$ cat config.mk
export PLATFORM = sky130hd
export DESIGN_NAME = cmd_uart_bridge
export DESIGN_NICKNAME = d
export VERILOG_FILES = /design/src/rtl/osc_cmd_pkg.sv /design/src/rtl/cmd_resp_tx.sv /design/src/rtl/cmd_uart_bridge.sv
export SDC_FILE = /design/constraint.sdc
export NUM_CORES = 1
export LEC_CHECK = 0
export CORE_ASPECT_RATIO = 0.7
export CORE_MARGIN = 1.5
export CORE_UTILIZATION = 55
export DETAILED_ROUTE_END_ITERATION = 6
export DONT_BUFFER_PORTS = 1
export PLACE_DENSITY = 0.81
export SLEW_MARGIN = 20
export SYNTH_ARGS = -nofsm -noshare
export SYNTH_HDL_FRONTEND = slang
export SYNTH_SLANG_ARGS = --single-unit
$ cat constraint.sdc
create_clock -name clk -period 4.2 [get_ports clk]
set_input_delay 0.42 -clock clk [delete_from_list [all_inputs] [get_ports clk]]
set_output_delay 0.42 -clock clk [all_outputs]
set_load 0.01 [all_outputs]
$ cat src/rtl/osc_cmd_pkg.sv
// Shared definitions for the host command path: widths, state encodings and
// the opcode set understood by the command dispatcher.
package osc_cmd_pkg;

  localparam int CMD_W  = 24;
  localparam int BYTE_W = 8;

  typedef enum logic {
    TX_IDLE = 1'b0,
    TX_BUSY = 1'b1
  } tx_state_t;

  typedef enum logic [1:0] {
    IDX_HI  = 2'd0,
    IDX_MID = 2'd1,
    IDX_LO  = 2'd2
  } rx_idx_t;

  // Opcodes carried in cmd[23:16], decoded by the dispatcher.
  localparam logic [7:0] OP_DUMP_CH1  = 8'h01;
  localparam logic [7:0] OP_DUMP_CH2  = 8'h02;
  localparam logic [7:0] OP_DUMP_CH3  = 8'h03;
  localparam logic [7:0] OP_CFG_GAIN  = 8'h04;
  localparam logic [7:0] OP_TRIG_LVL  = 8'h05;
  localparam logic [7:0] OP_TRIG_POS  = 8'h06;
  localparam logic [7:0] OP_SET_DEC   = 8'h07;
  localparam logic [7:0] OP_TRIG_CFG  = 8'h08;
  localparam logic [7:0] OP_WRITE_EEP = 8'h09;

endpackage

$ cat src/rtl/cmd_resp_tx.sv
// Response transmit sequencer: latches one response byte, pulses trmt to the
// UART transmitter and reports resp_sent once the transmitter signals tx_done.
module cmd_resp_tx
  import osc_cmd_pkg::*;
(
  input  logic              clk,
  input  logic              rst_n,
  input  logic              send_resp,
  input  logic [BYTE_W-1:0] resp_data,
  input  logic              tx_done,
  output logic              trmt,
  output logic [BYTE_W-1:0] tx_data,
  output logic              resp_sent
);

  // Handshake: send_resp is honoured only in TX_IDLE and not in the cycle
  // resp_sent is high; the requester must wait for resp_sent before the next
  // request. tx_done is only meaningful in TX_BUSY.
  tx_state_t state, state_nxt;
  logic      load;
  logic      sent_nxt;

  always_ff @(posedge clk or negedge rst_n) begin
    if (!rst_n) state <= TX_IDLE;
    else        state <= state_nxt;
  end

  always_comb begin
    state_nxt = state;
    load      = 1'b0;
    sent_nxt  = 1'b0;
    case (state)
      TX_IDLE: begin
        if (send_resp && !resp_sent) begin
          load      = 1'b1;
          state_nxt = TX_BUSY;
        end
      end
      TX_BUSY: begin
        if (tx_done) begin
          sent_nxt  = 1'b1;
          state_nxt = TX_IDLE;
        end
      end
      default: state_nxt = TX_IDLE;
    endcase
  end

  always_ff @(posedge clk or negedge rst_n) begin
    if (!rst_n) begin
      trmt      <= 1'b0;
      resp_sent <= 1'b0;
      tx_data   <= '0;
    end else begin
      trmt      <= load;
      resp_sent <= sent_nxt;
      if (load) tx_data <= resp_data;
    end
  end

endmodule

$ cat src/rtl/cmd_uart_bridge.sv
// Bridge between the UART and the command dispatcher: packs three received
// bytes (MSB first) into a 24-bit command and forwards one-byte responses.
module cmd_uart_bridge
  import osc_cmd_pkg::*;
#(
  parameter int TIMEOUT_CYCLES = 1_000_000
) (
  input  logic              clk,
  input  logic              rst_n,
  input  logic              rx_rdy,
  input  logic [BYTE_W-1:0] rx_data,
  output logic              clr_rx_rdy,
  output logic [CMD_W-1:0]  cmd,
  output logic              cmd_rdy,
  input  logic              clr_cmd_rdy,
  input  logic              send_resp,
  input  logic [BYTE_W-1:0] resp_data,
  output logic              trmt,
  output logic [BYTE_W-1:0] tx_data,
  input  logic              tx_done,
  output logic              resp_sent,
  output logic              frame_err
);

  localparam int TO_W = $clog2(TIMEOUT_CYCLES + 1);

  rx_idx_t         idx;
  logic [TO_W-1:0] to_cnt;
  logic            accept;
  logic            timeout;

  // A pending command blocks reception so cmd stays stable until consumed.
  assign accept     = rx_rdy & ~cmd_rdy;
  assign clr_rx_rdy = accept;
  assign timeout    = (idx != IDX_HI) && (to_cnt == TO_W'(TIMEOUT_CYCLES - 1));

  always_ff @(posedge clk or negedge rst_n) begin
    if (!rst_n) begin
      idx       <= IDX_HI;
      to_cnt    <= '0;
      cmd       <= '0;
      frame_err <= 1'b0;
    end else begin
      frame_err <= 1'b0;
      if (accept) begin
        to_cnt <= '0;
        case (idx)
          IDX_HI: begin
            cmd[23:16] <= rx_data;
            idx        <= IDX_MID;
          end
          IDX_MID: begin
            cmd[15:8] <= rx_data;
            idx       <= IDX_LO;
          end
          IDX_LO: begin
            cmd[7:0] <= rx_data;
            idx      <= IDX_HI;
          end
          default: idx <= IDX_HI;
        endcase
      end else if (idx == IDX_HI) begin
        to_cnt <= '0;
      end else if (timeout) begin
        // Drop the partial frame; already-written cmd bytes are left alone.
        idx       <= IDX_HI;
        to_cnt    <= '0;
        frame_err <= 1'b1;
      end else begin
        to_cnt <= to_cnt + TO_W'(1);
      end
    end
  end

  always_ff @(posedge clk or negedge rst_n) begin
    if (!rst_n)                          cmd_rdy <= 1'b0;
    else if (clr_cmd_rdy)                cmd_rdy <= 1'b0;
    else if (accept && (idx == IDX_LO))  cmd_rdy <= 1'b1;
  end

  cmd_resp_tx u_tx (
    .clk       (clk),
    .rst_n     (rst_n),
    .send_resp (send_resp),
    .resp_data (resp_data),
    .tx_done   (tx_done),
    .trmt      (trmt),
    .tx_data   (tx_data),
    .resp_sent (resp_sent)
  );

endmodule

==> After elaboration in Yosys (flattened, before gate mapping) <==
Index checks and enable logic that the tools add are counted.
{ "totals": {"out_inout_bits": 37, "inputBits": 22, "elab_cells": 49, "ff_bits": 59} }
{ "op_classes": {"mux": 18, "n_reduce_logical": 12, "n_addsub": 1, "bitwise_logic": 3, "eq_ne": 4} }
{ "ops": {"columns": ["cell", "count"], "rows": [
  ["two-way mux 20 bit", 3],
  ["adder 20 x 1 -> 20 bit (second input constant)", 1],
  ["equality test 20 bit (second input constant)", 1],
  ["two-way mux 1 bit", 10],
  ["AND reduction 2 bit", 4],
  ["two-way mux 2 bit", 3],
  ["nonzero test 2 bit", 3],
  ["one-hot mux 2 bit (2 select lines)", 1],
  ["logical AND 1 bit", 3],
  ["equality test 2 x 1 -> 1 bit (second input constant)", 1],
  ["equality test 2 bit (second input constant)", 1],
  ["zero test 2 bit", 1],
  ["!= test 2 bit (second input constant)", 1],
  ["inverter 1 bit", 2],
  ["one-hot mux 1 bit (2 select lines)", 1],
  ["bitwise AND 1 bit", 1],
  ["zero test 1 bit", 1]
]} }

==> Longest topological paths before layout <==
Gate-level depths: netlist of run 1.
{ "depth": {"word_depth": 5, "mapped_depth": 6, "ltp_nobuf": 5} }

==> Hierarchy <==
From an unflattened synthesis of run 1, not the netlist that was laid out.
{ "unflattened": {"cells_unflattened": 195, "hier_area_um2": 2502.4} }
{ "modules_own_cells": {"columns": ["module", "seq_area_each_um2", "n_inst", "area_each_um2", "cells_each"], "rows": [
  ["cmd_uart_bridge", 1201.2, 1, 2093.3, 171],
  ["cmd_resp_tx", 275.3, 1, 409.1, 24]
]} }

==> Least setup slack after synthesis of run 1 <==
No wires, ideal clock.
{ "synth_path": {"path_type": "register -> register", "from": "reg to_cnt[0]", "to": "reg to_cnt[2]", "n_path_buf": 1, "stages_incl_launch_ff": 7, "arrival_ns": 1.445, "required_time_ns": 4.081, "setup_slack_ns": 2.636, "synth_period_minus_slack_ns": 1.564, "setup_time_ns": 0.119, "cell_sequence": "dfrtp_1 ha_1 and4_4 o2111ai_2 o221ai_2 buf_6 nor2_2"} }
{ "synth_between": {"elab_chain_cells": 5, "elab_cells_between_ends": 6, "classes_between": "1 x add/sub; 1 x eq/ne; 3 x mux; 1 x reduce/logical"} }
{ "synth_lines": {"columns": ["element", "line_no", "source"], "rows": [
  ["start: declaration", "cmd_uart_bridge.sv:28", "logic [TO_W-1:0] to_cnt;"],
  ["start signal: assignment", "cmd_uart_bridge.sv:70", "to_cnt <= to_cnt + TO_W'(1);"],
  ["branches (longest 2 deep; another with adder 20 x 1 -> 20 bit)", null, null],
  ["two-way mux 20 bit (*)", "cmd_uart_bridge.sv:64", "end else if (timeout) begin"],
  ["two-way mux 20 bit (*)", "cmd_uart_bridge.sv:62", "end else if (idx == IDX_HI) begin"],
  ["two-way mux 20 bit (*)", "cmd_uart_bridge.sv:45", "if (accept) begin"]
]} }
Mark *: on every way between the ends.
A chain may end at the register's enable or synchronous reset.

==> Worst setup path after layout of run 1 <==
Same ends and word-level chain as after synthesis.

==> results.md, run 1 <==
- Status: completed
- Arrival time worst endpoint: 2.39 ns
- Number of buffers created by CTS: 9
- Gr ovfl total: 0
- Syn_nets: 223
- Max_slew headroom: 54.4%
- Yosys reg bits: 59
- Pre-CTS WS: 2.03 ns
- Sink Count: 59
- Vias in the first global route: 1691
- Post-DP HPWL: 3560 µm
- Root Buffer: clkbuf_8
- Worst-path maximum fanout: 12
- Setup TNS Final: 0 ns
- CP endpoint kind: register
- Total wire length: 5100 µm
- Vias: 1639
- PD cells: 629 nW/µm²
- Core box area: 4480 µm²
- Sequential fraction of the synthesis area: 55.7%
- DRC viols: 0
- Layout fillers: 336
- Maxcap violations: 0
- Dpl cells: 250
- Util after Layout: 65.6%
- Min cycle time layout: 2.17 ns
- Skew-Pair Late Insertion Delay: 0.33 ns
- NumNets Final: 231
- Final setup violation count: 0
- TritonCTS clock tree: yes
- Routed length per instance: 19.0 µm
- Netlist cell types: 36
- DRT iter0 DRCs: 123
- Ratio of cells with drive above 1 in the final layout: 40.4%
- Startpoint type of the worst setup path: register
- Clock Skew: 0.00396 ns
- Tightest Pin Transition: 0.681 ns
- Final Cycle Share: 51.7%
- Fin cells: 268
- Chip width: 86.0 µm
- WS Path Type: reg -> reg
- Final Total Pwr: 1.85 mW
- Pin count of the biggest net entering global routing: 60
- Peak Freq: 461 MHz
- Hold Crit Class: in -> reg
- I/O pin count: 59
- Port Buffer Count: 0
- Antenna violation net count after detailed routing: 0
- Clock Path Buffers: 2
- Design area: 2940 µm²
- DR vias/cell: 6.12
- WHS: 0.148 ns
- GRT Overall Usage: 21.0%
- Slew Viols, Final: 0
- Initial antenna violation count: 0
- Die ar.: 5250 µm²
- Mean area per synthesized cell: 13.3 µm²
- H-tree depth: 3
- DP Area: 2670 µm²
- First-pass GRT wire length: 7910 µm
- Final Worst Setup Slack: 2.03 ns
- GP Congestion: 0.935
- CTS clk-pin slew, worst paths: 0.07 ns
- Die Span Y: 61.1 µm
- Syn Std Cell Area: 2650 µm²
- Unrepaired setup endpoints after global routing: no
- Row cnt: 20
- Layout overhead on the synthesized area: 10.9%
- Drt first pass iters: 4
- Max VDD drop: 437 µV
- Pleak: 1.19 nW
- Initial Util: 59.2%
- Synth Instances: 200
- Final-report hold violation count: 0
- Crit path required time: 4.42 ns
- Antenna Cells: 0
- YS warnings: 0
[registers in the layout, indices dropped and copies added (netlist names)]
signal,count
to_cnt,20
u_tx.tx_data,8
cmd,24
cmd_rdy,1
idx,2
u_tx.state,1
frame_err,1
u_tx.trmt,1
u_tx.resp_sent,1
[Yosys cell counts]
library cell	number	area, µm²
nor2_2	15	93.8
o21ai_0	2	10.0
clkbuf_2	1	5.00
nand2b_4	1	13.8
and4_4	1	11.3
o221ai_2	1	15.0
nor3_4	1	16.3
buf_2	1	5.00
nor4_1	1	6.26
nand4_1	10	62.6
and3_1	2	12.5
inv_1	6	22.5
and3_2	1	7.51
nor4_4	2	42.5
mux2_2	32	360
or3_1	2	12.5
nor3b_1	1	7.51
xor2_1	5	43.8
a21o_1	1	7.51
nand3_1	5	25.0
ha_1	1	12.5
and4bb_2	1	12.5
a31o_2	3	26.3
a21oi_2	5	43.8
o21bai_1	2	15.0
nor3_1	4	20.0
and4_1	2	17.5
dfrtp_1	59	1480
and4_2	1	10.0
o2111ai_2	1	15.0
nor2_1	5	18.8
nand2_1	8	30.0
buf_6	4	45.0
and2_1	3	18.8
nor3b_4	2	37.5
xnor2_1	8	70.1
[placed cells by master, fill, tap and decap left out, drive strengths merged]
master and n:
a21o 1, a21oi 5, a31o 3, and2 3, and3 3, and4 4, and4bb 1, buf 2
bufinv 2, clkbuf 9, clkinv 2, clkinvlp 2, dfrtp 59, dlygate4sd3 1, ha 1, inv 7
mux2 32, nand2 8, nand2b 1, nand3 5, nand4 10, nor2 20, nor3 5, nor3b 3
nor4 3, o2111ai 1, o21ai 2, o21bai 2, o221ai 1, or3 2, xnor2 8, xor2 5
[final cells by class]
class                           instances  area (µm²)  share of cell area (%)
Clock inverter                          7         101                    3.45
Inverter                                6        22.5                   0.766
Sequential cell                        59        1480                    50.2
Multi-Input combinational cell        129        1100                    37.5
Clock buffer                            9         124                    4.21
Timing Repair Buffer                    3        45.0                    1.53
Tap cell                               55        68.8                    2.34
[worst max-delay path: stages, from the launching register on]
cell and delay (ns):
dfrtp_1 0.40, ha_1 0.26, and4_4 0.27, o2111ai_2 0.16, o221ai_2 0.56, buf_4 0.34, nor2_2 0.06
[timing repair]
item                                   in CTS  in global routing
gates resized for setup                     0                  0
setup endpoints to repair                   0                  0
hold buffers                                2                  0
endpoints found under the hold margin      59                  0
buffers inserted                            0                  0
[worst paths after layout]
check / startpoint / endpoint / slack [ns] / depth (start not counted)
min in group asynchronous: rst_n / u_tx.tx_data[6]$_DFFE_PN0P_ / 0.60 / 2
max in group asynchronous: rst_n / to_cnt[12]$_DFF_PN0_ / 3.35 / 2
hold / removal: clr_cmd_rdy / cmd_rdy$_DFFE_PN0P_ / 0.15 / 1
hold reg to reg: to_cnt[0]$_DFF_PN0_ / to_cnt[0]$_DFF_PN0_ / 0.49 / 1
setup reg to reg: to_cnt[0]$_DFF_PN0_ / to_cnt[2]$_DFF_PN0_ / 2.03 / 6
setup / recovery: to_cnt[0]$_DFF_PN0_ / to_cnt[2]$_DFF_PN0_ / 2.03 / 6
[kinds of logic after synthesis]
kind of cell               after synthesis  share of synthesized area [%]
AOI/OAI and AO/OA                       15                           5.00
xor gates and xnor gates                13                           4.30
adders and majority gates                1                          0.472
buffers and inverters                   12                           2.93
DFF                                     59                           55.7
muxes                                   32                           13.6
and+or+nand+nor                         68                           18.0
[layer usage]
metal	GRT usage [%]	up-vias	wire, µm
li1	-	725	-
met1	26.0	843	2170
met2	33.9	69	2490
met3	8.31	2	413
met4	8.76	0	25
met5	0	-	0
[power breakdown]
group / switching (mW) / internal, mW / leakage, nW
clock network: 0.231 / 0.337 / 0.106
logic: 0.145 / 0.184 / 0.337
registers: 0.215 / 0.738 / 0.746
total: 0.591 / 1.26 / 1.19
No activity file was read; power rests on OpenSTA's default activity.
==> run 2, diff against run 1 <==
--- a/config.mk
+++ b/config.mk
@@ -5,6 +5,7 @@
 export SDC_FILE = /design/constraint.sdc
 export NUM_CORES = 1
 export LEC_CHECK = 0
+export ABC_AREA = 1
 export CORE_ASPECT_RATIO = 0.7
 export CORE_MARGIN = 1.5
 export CORE_UTILIZATION = 55
==> constraint.sdc (replaced) <==
create_clock -name clk -period 2.15 [get_ports clk]
set_input_delay 0.215 -clock clk [delete_from_list [all_inputs] [get_ports clk]]
set_output_delay 0.215 -clock clk [all_outputs]
set_load 0.01 [all_outputs]
==> run 2 against run 1 <==
- clock skew increased by 0.0024 ns
- wire length is 1.2% higher
- first-iteration DRC count increased by 29%
- total power rose by 76%
- the run now ends with DRC left
- highest routed layer unchanged
- core utilization is 1.3 points higher
- worst hold slack worse by 0.088 ns
- worst setup slack got worse by 1.6 ns
- critical path type unchanged
- via count rose by 23%
- sequential power is 86% higher
- largest power group unchanged
==> results.md, run 2 <==
- Status: finished with violations (was completed)
- Violated checks: DRC
- Antenna violation net count after detailed routing: 0 (unchanged)
- Largest Register: cmd (unchanged)
- Port Buffer Count: 0 (unchanged)
- Core box area: 4430 µm² (was 4480 µm²)
- EDFF count, synth: 0 (unchanged)
- Gr ovfl total: 0 (unchanged)
- Largest family of logic cells by synthesized area: simple AND/OR/NAND/NOR gates (unchanged)
- Area leader, netlist: dfrtp_1 (unchanged)
- Pleak: 1.39 nW (was 1.19 nW)
- Slew Viols, Final: 0 (unchanged)
- R2R setup slack: 0.44 ns (was 2.03 ns)
- Root Buffer: clkbuf_8 (unchanged)
- NumNets Final: 340 (was 231)
- DR vias/cell: 5.36 (was 6.12)
- Biggest regs: cmd: 24 flops, to_cnt: 20 flops, u_tx.tx_data: 8 flops (unchanged)
- DP Area: 2630 µm² (was 2670 µm²)
- Top FF cell, synth: dfrtp_1 (unchanged)
- Ratio of cells with drive above 1 in the final layout: 10.9% (was 40.4%)
- Yosys reg bits: 59 (unchanged)
- Initial Util: 58.7% (was 59.2%)
- Sink Count: 59 (unchanged)
- Mean area per synthesized cell: 8.69 µm² (was 13.3 µm²)
- Complex-gate fraction of the synthesized area: 5.87% (was 5.00%)
- Vias: 2021 (was 1639)
- Worst-path maximum fanout: 20 (was 12)
- Initial antenna violation count: 0 (unchanged)
- Hold Crit Class: in -> reg (unchanged)
- Total wire length: 5160 µm (was 5100 µm)
- DRT iter0 DRCs: 159 (was 123)
- Reg-to-reg startpoint: to_cnt[0]$_DFF_PN0_ (unchanged)
- TritonCTS clock tree: yes (unchanged)
- Syn Std Cell Area: 2600 µm² (was 2650 µm²)
- Post-CTS resize count: 0 (unchanged)
- Final setup violation count: 0 (unchanged)
- Max_slew headroom: 58.9% (was 54.4%)
- I/O pin count: 59 (unchanged)
- Syn_nets: 322 (was 223)
- Most common cell after layout, fill and taps aside: nand2_1 (was dfrtp_1)
- Vias in the first global route: 1850 (was 1691)
- Row cnt: 20 (unchanged)
- Startpoint type of the worst setup path: register (unchanged)
- Chip width: 85.2 µm (was 86.0 µm)
- Final-report hold violation count: 0 (unchanged)
- Setup TNS Final: 0 ns (unchanged)
- Top cells by count, synth: nand2_1 (86), dfrtp_1 (59), nor2_1 (46) (was dfrtp_1 (59), mux2_2 (32), nor2_2 (15))
- Unrepaired setup endpoints after global routing: no (unchanged)
- First-pass GRT wire length: 8370 µm (was 7910 µm)
- Worst reg2reg path depth: 6 (unchanged)
- CP endpoint kind: register (unchanged)
- Post-synthesis simple-gate area fraction: 27.6% (was 18.0%)
- WS Path Type: reg -> reg (unchanged)
- Antenna Cells: 0 (unchanged)
- Die ar.: 5150 µm² (was 5250 µm²)
- YS warnings: 0 (unchanged)
- Crit path required time: 2.38 ns (was 4.42 ns)
- GP Congestion: 0.885 (was 0.935)
- Worst r2r dst: to_cnt[14]$_DFF_PN0_ (was to_cnt[2]$_DFF_PN0_)
- Pin count of the biggest net entering global routing: 60 (unchanged)
- GRT Overall Usage: 21.8% (was 21.0%)
- Drt first pass iters: 6 (was 4)
- Peak Freq: 584 MHz (was 461 MHz)
- Post-DP HPWL: 3500 µm (was 3560 µm)
- DRC viols: 4 (was 0)
- Count leader, synth: nand2_1 (was dfrtp_1)
- Crit path launch: to_cnt[0]$_DFF_PN0_ (unchanged)
- Mux cell area share after synthesis: 0% (was 13.6%)
- H-tree depth: 3 (unchanged)
- Design area: 2970 µm² (was 2940 µm²)
- Hold path cells: 2 (was 1)
- Sequential fraction of the synthesis area: 56.8% (was 55.7%)
- Maxcap violations: 0 (unchanged)
- PD cells: 1100 nW/µm² (was 629 nW/µm²)
- Final Cycle Share: 79.7% (was 51.7%)
- Skew-Pair Late Insertion Delay: 0.33 ns (about the same)
- CP Capture Point: to_cnt[14]$_DFF_PN0_ (was to_cnt[2]$_DFF_PN0_)
- Most frequent cells in the layout: nand2_1 (86), dfrtp_1 (59), nor2_1 (46), inv_1 (25), o21ai_0 (25) (was dfrtp_1 (59), mux2_2 (32), nor2_2 (15), nand4_1 (10), clkbuf_8 (9))
- Synth Instances: 299 (was 200)
- Async S/R FF share, synth: 100% (unchanged)
- Clock Path Buffers: 2 (unchanged)
- Die Span Y: 60.5 µm (was 61.1 µm)
- Area contributors post-synth: dfrtp_1 (57%), nand2_1 (12%), nor2_1 (6.6%), o21ai_0 (4.8%), inv_1 (3.6%) (was dfrtp_1 (56%), mux2_2 (14%), nor2_2 (3.5%), xnor2_1 (2.6%), nand4_1 (2.4%))
- Number of buffers created by CTS: 9 (unchanged)
- Arrival time worst endpoint: 1.95 ns (was 2.39 ns)
- Routed length per instance: 13.7 µm (was 19.0 µm)
- Share of the synthesized area in the top cell type: 56.8% (was 55.7%)
- Layout overhead on the synthesized area: 14.1% (was 10.9%)
- Post-synthesis adder-cell area fraction: 0.481% (was 0.472%)
- Max VDD drop: 646 µV (was 437 µV)
- Min cycle time layout: 1.71 ns (was 2.17 ns)
- CTS clk-pin slew, worst paths: 0.07 ns (about the same)
- Postcts setup bufs: 0 (unchanged)
- Netlist cell types: 25 (was 36)
- Largest register FFs: 24 (unchanged)
- Tightest Pin Transition: 0.613 ns (was 0.681 ns)
- Post-CTS Hold Buffers: 12 (was 2)
- XOR/XNOR Fraction of Synth Area: 3.71% (was 4.30%)
- Clock Skew: 0.00633 ns (was 0.00396 ns)
[run 2: area by class of cell]
| class | instances | area, µm² |
|---|---|---|
| Sequential cell | 59 | 1480 |
| Fill cell | 356 | 1460 |
| Multi-Input combinational cell | 206 | 980 |
| Clock buffer | 11 | 141 |
| Timing Repair Buffer | 12 | 138 |
| Inverter | 29 | 109 |
| Tap cell | 55 | 68.8 |
| Clock inverter | 5 | 52.6 |
[run 2: cell families (layout without fill, tap and decap cells)]
| family | count (synthesis) | count (layout) |
|---|---|---|
| and+or+nand+nor | 165 | 165 |
| xor gates and xnor gates | 11 | 11 |
| adders and majority gates | 1 | 1 |
| buffers and inverters | 34 | 57 |
| DFF | 59 | 59 |
| AOI/OAI and AO/OA | 29 | 29 |
[run 2: worst min path at each step]
stage | from | to | slack (ns)
2_1_floorplan | rst_n | cmd[0]$_DFFE_PN0P_ | -0.08
3_5_place_dp | rst_n | cmd[10]$_DFFE_PN0P_ | -0.08
6_report | rx_data[4] | cmd[20]$_DFFE_PN0P_ | 0.06
4_1_cts | rx_data[4] | cmd[20]$_DFFE_PN0P_ | 0.05
3_3_place_gp | rst_n | to_cnt[16]$_DFF_PN0_ | -0.08
5_1_grt | rx_data[1] | cmd[1]$_DFFE_PN0P_ | 0.06
[run 2: stage by stage]
| step | setup slack [ns] | hold WS (ns) | instances | utilization (%) | power [mW] |
|---|---|---|---|---|---|
| CTS | 0.422 | 0.0456 | 377 | 66.9 | 3.28 |
| global placement | 0.527 | -0.0784 | 349 | 59.5 | 2.22 |
| finish | 0.436 | 0.0603 | 377 | 66.9 | 3.25 |
| floorplan | 0.769 | -0.0806 | 299 | - | 2.13 |
| detailed placement | 0.436 | -0.0790 | 349 | 59.5 | 2.25 |
| global route | 0.240 | 0.0586 | 377 | 66.9 | 3.45 |
[run 2: per-layer routing]
| layer | vias to the layer above | wire length, µm | part of all wire [%] | GRT usage, % |
|---|---|---|---|---|
| met5 | - | 0 | 0 | 0 |
| met4 | 0 | 55 | 1.1 | 8.43 |
| met3 | 8 | 438 | 8.5 | 8.44 |
| met2 | 82 | 2320 | 45 | 34.0 |
| met1 | 957 | 2350 | 46 | 28.1 |
| li1 | 974 | - | - | - |
[run 2: power by group]
group	total, mW	internal, mW	switching (mW)
Combinational	0.509	0.174	0.336
Sequential	1.77	1.42	0.356
Clock	0.972	0.560	0.412
Total	3.25	2.15	1.10
[run 2: worst max-delay path, stage by stage (launching register included)]
cell and delay, ns:
dfrtp_1 0.41, ha_1 0.29, nand3_2 0.16, nor2_1 0.07
nand3_1 0.09, nand3_2 0.32, nor3_1 0.26
